`config.mk`:
```
export PLATFORM = sky130hd
export DESIGN_NAME = alu4_issue_ctrl
export DESIGN_NICKNAME = d
export VERILOG_FILES = /design/src/rtl/alu4_issue_ctrl.sv
export SDC_FILE = /design/constraint.sdc
export NUM_CORES = 1
export LEC_CHECK = 0
export CORE_UTILIZATION = 41
export CTS_CLUSTER_DIAMETER = 60
export CTS_CLUSTER_SIZE = 30
export DETAILED_ROUTE_END_ITERATION = 7
export MAX_ROUTING_LAYER = met4
export PLACE_DENSITY = 0.75
export SYNTH_ARGS = -nofsm -noshare
export SYNTH_HDL_FRONTEND = slang
export SYNTH_SLANG_ARGS = --single-unit
```
`constraint.sdc`:
```
create_clock -name clk -period 2.7 [get_ports clk]
set_input_delay 0.54 -clock clk [delete_from_list [all_inputs] [get_ports clk]]
set_output_delay 0.54 -clock clk [all_outputs]
set_load 0.03 [all_outputs]
```
`src/rtl/alu4_issue_ctrl.sv`:
```
// Issue/writeback control stage for the 4-bit combinational ALU: one instruction
// in flight, 4x4 register file, result returned over a valid/ready handshake.
module alu4_issue_ctrl #(
    parameter int          CNT_W  = 8,
    parameter logic [3:0]  LDI_OP = 4'd1
) (
    input  logic             clk,
    input  logic             rst,
    input  logic             in_valid,
    output logic             in_ready,
    input  logic [11:0]      in_instr,
    output logic [3:0]       alu_a,
    output logic [3:0]       alu_b,
    output logic [3:0]       alu_op,
    input  logic [4:0]       alu_res,
    output logic             res_valid,
    input  logic             res_ready,
    output logic [3:0]       res_data,
    output logic             res_carry,
    output logic             res_zero,
    output logic             res_err,
    output logic [1:0]       res_rd,
    input  logic [1:0]       dbg_sel,
    output logic [3:0]       dbg_data,
    output logic [CNT_W-1:0] retired_cnt
);

    localparam logic [1:0] S_IDLE = 2'd0;
    localparam logic [1:0] S_EXEC = 2'd1;
    localparam logic [1:0] S_RESP = 2'd2;

    localparam logic [3:0]       OP_ADD  = 4'd3;
    localparam logic [3:0]       OP_SUB  = 4'd4;
    localparam logic [3:0]       OP_XNOR = 4'd10;
    localparam logic [CNT_W-1:0] CNT_ONE = {{(CNT_W-1){1'b0}}, 1'b1};
    localparam logic [CNT_W-1:0] CNT_MAX = {CNT_W{1'b1}};

    // Handshakes: a transfer happens on a rising edge where valid and ready are
    // both high; valid and its payload stay stable until that edge.

    logic [1:0]       r_state;
    logic [3:0]       r_regs [4];
    logic [3:0]       r_op;
    logic [1:0]       r_rd;
    logic [3:0]       r_imm;
    logic [3:0]       r_alu_a;
    logic [3:0]       r_alu_b;
    logic [3:0]       r_alu_op;
    logic             r_res_valid;
    logic [3:0]       r_res_data;
    logic             r_res_carry;
    logic             r_res_zero;
    logic             r_res_err;
    logic [1:0]       r_res_rd;
    logic [CNT_W-1:0] r_cnt;

    logic [3:0] w_in_op;
    logic       w_in_is_alu;
    logic       w_accept;
    logic       w_is_ldi;
    logic       w_is_alu;
    logic       w_is_arith;
    logic       w_err;
    logic [3:0] w_exec_data;
    logic       w_exec_carry;

    assign w_in_op     = in_instr[11:8];
    assign w_in_is_alu = (w_in_op >= OP_ADD) && (w_in_op <= OP_XNOR) && (w_in_op != LDI_OP);
    assign in_ready    = (r_state == S_IDLE) && !rst;
    assign w_accept    = in_valid && in_ready;

    assign w_is_ldi   = (r_op == LDI_OP);
    assign w_is_alu   = (r_op >= OP_ADD) && (r_op <= OP_XNOR) && !w_is_ldi;
    assign w_is_arith = w_is_alu && ((r_op == OP_ADD) || (r_op == OP_SUB));
    assign w_err      = !(w_is_ldi || w_is_alu);

    // Logic ops drop alu_res[4]: the ALU inverts over 5 bits, so it is not a flag.
    always_comb begin
        w_exec_data  = 4'd0;
        w_exec_carry = 1'b0;
        if (w_is_ldi) begin
            w_exec_data = r_imm;
        end else if (w_is_alu) begin
            w_exec_data  = alu_res[3:0];
            w_exec_carry = w_is_arith & alu_res[4];
        end
    end

    always_ff @(posedge clk or posedge rst) begin
        if (rst) begin
            r_state     <= S_IDLE;
            for (int i = 0; i < 4; i++) r_regs[i] <= 4'd0;
            r_op        <= 4'd0;
            r_rd        <= 2'd0;
            r_imm       <= 4'd0;
            r_alu_a     <= 4'd0;
            r_alu_b     <= 4'd0;
            r_alu_op    <= 4'd0;
            r_res_valid <= 1'b0;
            r_res_data  <= 4'd0;
            r_res_carry <= 1'b0;
            r_res_zero  <= 1'b0;
            r_res_err   <= 1'b0;
            r_res_rd    <= 2'd0;
            r_cnt       <= '0;
        end else begin
            case (r_state)
                S_IDLE: begin
                    if (w_accept) begin
                        r_op  <= w_in_op;
                        r_rd  <= in_instr[7:6];
                        r_imm <= in_instr[3:0];
                        if (w_in_is_alu) begin
                            r_alu_a  <= r_regs[in_instr[5:4]];
                            r_alu_b  <= r_regs[in_instr[3:2]];
                            r_alu_op <= w_in_op;
                        end else begin
                            r_alu_op <= 4'd0;
                        end
                        r_state <= S_EXEC;
                    end
                end
                S_EXEC: begin
                    r_res_valid <= 1'b1;
                    r_res_data  <= w_exec_data;
                    r_res_carry <= w_exec_carry;
                    r_res_zero  <= (w_exec_data == 4'd0);
                    r_res_err   <= w_err;
                    r_res_rd    <= r_rd;
                    r_alu_op    <= 4'd0;
                    // Writeback here means the next accepted instruction sees the new value.
                    if (!w_err) begin
                        r_regs[r_rd] <= w_exec_data;
                        if (r_cnt != CNT_MAX) r_cnt <= r_cnt + CNT_ONE;
                    end
                    r_state <= S_RESP;
                end
                S_RESP: begin
                    if (res_ready) begin
                        r_res_valid <= 1'b0;
                        r_state     <= S_IDLE;
                    end
                end
                default: r_state <= S_IDLE;
            endcase
        end
    end

    assign alu_a       = r_alu_a;
    assign alu_b       = r_alu_b;
    assign alu_op      = r_alu_op;
    assign res_valid   = r_res_valid;
    assign res_data    = r_res_data;
    assign res_carry   = r_res_carry;
    assign res_zero    = r_res_zero;
    assign res_err     = r_res_err;
    assign res_rd      = r_res_rd;
    assign dbg_data    = r_regs[dbg_sel];
    assign retired_cnt = r_cnt;

endmodule

```
## Yosys cells after proc, flatten, opt, wreduce, memory -nomap -nowiden

Cells that the tools add are included.

- Register bits: 58
- Output and inout port bits: 35

- Add/subtract/negate cells: 1
- Magnitude comparators: 9
- Eq/ne operators: 9
- Multiplexer cells: 24
- Bitwise gates (word level): 5
- Reductions and logical operators: 24

Operators by type and width:

| kind | count |
|---|---|
| 4-bit two-way mux | 11 |
| 4-bit binary-select mux with 2-bit select | 3 |
| 16-bit bitwise mux | 1 |
| 3-bit greater-or-equal comparator (second input constant) | 4 |
| 2-bit NOT with 3-bit output | 4 |
| 2-bit AND reduction | 5 |
| 8-bit by 1-bit adder with 8-bit output (second input constant) | 1 |
| 4-bit demux with 2-bit select | 1 |
| 4-bit by 2-bit greater-or-equal comparator with 1-bit output (second input constant) | 2 |
| 4-bit <= comparator (second input constant) | 2 |
| 1-bit logical AND | 8 |
| 8-bit inequality test (second input constant) | 1 |
| 4-bit case mux with 2 select lines | 1 |
| 2-bit case mux with 3 select lines | 1 |
| 3-bit AND reduction | 2 |
| 4-bit by 1-bit == test with 1-bit output (second input constant) | 1 |
| 4-bit by 2-bit == test with 1-bit output (second input constant) | 1 |
| 4-bit by 3-bit == test with 1-bit output (second input constant) | 1 |
| 4-bit logical NOT | 1 |
| 2-bit two-way mux | 2 |
| 2-bit inequality test (second input constant) | 2 |
| 4-bit by 1-bit inequality test with 1-bit output (second input constant) | 1 |
| 2-bit nonzero test | 2 |
| 1-bit logical NOT | 3 |
| 8 further kinds | 11 |

## Depth between registers and ports, before layout

Gate-level depths: netlist of run 1.

- Depth in word-level cells: 7
- Depth in mapped cells: 5
- Depth with buffers taken out: 4

## Worst setup path before layout of run 1

Ideal clock, no wire load.

- Path type: input port to flip-flop
- Start: input rst
- End: register r_alu_a[0] (netlist: alu_a[0])
- Setup time: 125 ps
- Data arrival time: 2037 ps
- Required time: 2575 ps
- Path slack: 539 ps
- Stages on the path: 5
- Buffers on the path: 1
- Cell sequence: nor3_1 > and2_1 > buf_4 > nand2_2 > mux2_2

- Longest elaborated chain between the ends: 4

RTL lines:

| item | line | source |
|---|---|---|
| start, declared | 8 | `input logic rst,` |
| 1-bit logical NOT (no source line) | -- |  |
| 1-bit logical AND | 69 | `assign in_ready = (r_state == S_IDLE) && !rst;` |
| 1-bit logical AND | 70 | `assign w_accept = in_valid && in_ready;` |
| 3-bit AND reduction (no source line) | -- |  |
| end signal, assigned | 114 | `r_alu_a <= r_regs[in_instr[5:4]];` |
| end, declared | 46 | `logic [3:0] r_alu_a;` |

Every way passes these cells.
A chain may end at the register's enable or synchronous reset.

## Worst setup path in the final report of run 1

- Start: input dbg_sel[0]
- End: output dbg_data[2]

- Longest elaborated chain between the ends: 4

RTL lines:

| item | line | source |
|---|---|---|
| start, declared | 23 | `input logic [1:0] dbg_sel,` |
| 2-bit NOT with 3-bit output (not written as such) | 158 | `assign dbg_data = r_regs[dbg_sel];` |
| 4-bit binary-select mux with 2-bit select | 158 |  |
| 4-bit two-way mux (not written as such) (2 in a row) | 158 |  |
| end, declared | 24 | `output logic [3:0] dbg_data,` |

Every way passes these cells. The select of a mux whose other input is x is not followed.

==> results of run 1 <==
worst min-delay path: cells and delay by family (launching register included):
kind          cells  cell delay (ns)
simple gates      2             0.10
flops             1             0.35
placed cells by master (no fill, tap or decap), drive strengths merged, types with 4 or more instances in the layout:
cell	instances
nand3	7
buf	6
mux4	12
nor3	4
a21oi	4
dlygate4sd2	4
a22o	4
o21ai	5
dfrtp	58
clkbuf	13
nand2	22
mux2	42
nand2b	5
clkdlybuf4s50	53
state kept, by name, summed over array words and instances (netlist names):
register,cells
r_regs,16
retired_cnt,8
alu_a,4
alu_b,4
alu_op,4
r_imm,4
r_op,4
res_data,4
r_rd,2
r_state,2
res_rd,2
res_carry,1
res_err,1
res_valid,1
res_zero,1
cells by family after synthesis:
family | share of synthesized area (%)
compound gates | 7.073
xor+xnor | 1.254
fa+ha+maj | 0.4476
buf+inv | 1.522
flops | 51.92
mux | 27.13
simple gates | 10.65
metrics by stage:
step                      instances  area [sq um]  util (%)  TNS, ns  hold slack [ns]
after floorplan                 201          2795         -        0           0.4951
after global routing            351          3690     57.13        0           0.5098
final                           351          3690     57.13        0           0.4865
after CTS                       351          3690     57.13        0           0.4903
after detailed placement        336          3476     53.82  -0.4555           0.4750
after global placement          336          3476     53.82  -0.4237           0.4599
layer usage:
layer	global-route usage (%)	share of wire, %	wire length [um]
met5	-	0	0
met4	8.937	0.90	53
met3	5.015	6.1	359
met2	27.42	47	2785
met1	23.03	46	2710
path summary, 6_finish.rpt:
kind                                 start          end  depth (start not counted)
min in group asynchronous              rst    alu_op[2]                          2
worst max-delay path            dbg_sel[0]  dbg_data[2]                          4
worst min-delay path             res_rd[1]    res_rd[1]                          2
worst max register to register  r_state[1]   r_regs[13]                          4
worst min register to register   res_rd[1]    res_rd[1]                          2
max in group asynchronous              rst    r_regs[3]                          3
cell usage after synthesis, drive strengths merged (3+ instances only):
| master | n |
|---|---|
| nand4 | 3 |
| nand2 | 22 |
| a22o | 4 |
| a21oi | 4 |
| inv | 3 |
| nor3 | 4 |
| dfrtp | 58 |
| nand3 | 7 |
| buf | 3 |
| mux4 | 12 |
| o21ai | 5 |
| nand2b | 5 |
| xnor2 | 3 |
| mux2 | 42 |
power groups by stage:
stage / clock network [mW] / logic (mW) / registers, mW
final: 0.883 / 1.45 / 1.46
after global routing: 0.941 / 1.53 / 1.51
after CTS: 0.906 / 1.46 / 1.46
after detailed placement: 0 / 1.48 / 1.47
after global placement: 0 / 1.46 / 1.45
after floorplan: 0 / 0.699 / 1.66
area by class of cell:
cell class | count | area [sq um] | area share, %
timing repair buffer | 63 | 610.6 | 16.55
clock buffer | 13 | 158.9 | 4.307
multi-input combinational | 135 | 1301 | 35.27
tap | 77 | 96.34 | 2.611
inverter | 3 | 11.26 | 0.3052
sequential | 58 | 1451 | 39.34
clock inverter | 2 | 60.06 | 1.628
repair_timing:
item | in CTS | in global routing
setup endpoints to repair | 4 | 0
hold buffers | 0 | 0
resized for setup | 4 | 0
==> flow_metrics.py, run 1 <==
metrics = {
    "routing": {
        "drc": 3,
        "wl_per_cell_um": 16.83,
        "initialDrtViolationCount": 132,
        "first_pass_iters": 6,
        "final_antenna_net_count": 0,
        "num_vias": 1941,
        "routed_wl_mm": 5.908,
        "via_per_inst": 5.530,
    },
    "logic_synthesis": {
        "netlist.top_cell.by_area": "dfrtp_1",
        "syn-instance-count": 201,
        "ys_ff_latch": 58,
        "ys_top_cells_by_area": "dfrtp_1 (52%), mux2_2 (14%), mux4_2 (9.7%)",
        "synth_cell_types": 42,
        "synthArstFlopShare_pct": 100.0,
        "seq_area_frac_synth_pct": 51.92,
        "syn_avg_cell_area_sq_um": 13.91,
        "synth.top_cell.area_share_pct": 51.92,
        "yosys_most_used_dff": "dfrtp_1",
        "syn-cell-area_sq_um": 2795,
        "ys.warnings.count": 0,
        "syn_nets": 225,
        "synth-edff-count": 0,
    },
    "die": {
        "die-width_um": 84.57,
        "pin_count": 58,
        "die_h_um": 84.57,
        "core-area_sq_um": 6459,
        "initial_utilization_pct": 43.28,
        "dieArea_sq_um": 7152,
        "placementRows": 29,
    },
    "critical_path": {
        "crit_slowest_cell": "clkdlybuf4s50_1",
        "path_class": "input port to primary output",
        "cp_top_family": "buffers and inverters",
        "arrival_ns": 2.04,
        "reg2reg_slack_ns": 0.81,
        "cp.required_ns": 2.16,
        "cpPeakStageDelay_ns": 0.50,
        "path_max_fanout": 3,
        "path_buf_inv": 3,
        "crit_path_end_kind": "primary output",
        "crit_chain": "clkdlybuf4s50_1 > buf_4 > mux4_2 > dlygate4sd2_1",
        "cp-start-kind": "input port",
    },
    "grt": {
        "grt_max_degree": 22,
        "antenna_found_initial": 0,
        "grtUsageTotal_pct": 18.32,
        "grt_pass1_vias": 1861,
        "grt_overflow": 0,
        "grt_pass1_wl_mm": 9.522,
    },
    "power_and_ir_drop": {
        "ir_worst_vdd_v": 0.0005441,
        "power_mw": 3.788,
        "swShare_pct": 34.58,
        "clkPwrFrac_pct": 23.3,
        "power_leakage_nw": 1.585,
        "pwr_density_cell_nw_per_um2": 1027,
        "internal-power_mw": 2.478,
        "seqPwrFrac_pct": 38.4,
        "combPwrFrac_pct": 38.3,
        "switching_power_mw": 1.310,
    },
    "run_status": {
        "status": "complete, but fails checks",
        "failed_checks": "DRC",
    },
    "sta": {
        "fin_skew_ns": 0.004321,
        "timing.final.crit_share_pct": 95.56,
        "rsz0062_at_grt": "false",
        "fmax_mhz": 387.6,
        "final-max-slew-violation-count": 0,
        "tightest_slew_ns": 0.5282,
        "setup_violations": 0,
        "relSlewSlack_pct": 64.69,
        "hold_viol": 0,
        "final.setup.worst_slack_ns": 0.1199,
        "min_period_ns": 2.580,
    },
    "cells_and_area": {
        "nFillCells": 534,
        "fin_nets": 294,
        "antenna_cells": 0,
        "layout-drive-gt1-share_pct": 31.02,
        "syn2layout_area_growth_pct": 32.01,
    },
    "placed_design": {
        "place_ws_ns": -0.1236,
        "port_buffers": 57,
        "place_congestion": 0.8223,
        "hpwlAfterDp_mm": 4.362,
    },
    "clock_tree": {
        "cts_setup_buffers": 0,
        "cts_inserted_buffers": 9,
        "clock_sinks": 58,
        "cts_tree": "yes",
        "clk_pin_slew_ns": 0.06,
        "insertion_delay_ns": 0.33,
        "cts_root_buffer": "clkbuf_8",
        "clk_path_buf_depth": 2,
        "htreeDepth": 3,
    },
    "job": {
        "maxCapViolCount": 0,
    },
    "worst_hold_path": {
        "hold_path_class": "flip-flop to flip-flop",
    },
}
(Power assumes the default switching activity.)
==> run 2: changes to the inputs <==
- CTS_CLUSTER_SIZE: 30 -> 14
==> results of run 2 <==
No change in the layout: final DEF, timing and power equal those of run 1.
==> run 3: changes to the inputs <==
- GPL_ROUTABILITY_DRIVEN: not set -> 0
==> results of run 3 <==
No change in the layout: final DEF, timing and power equal those of run 1.
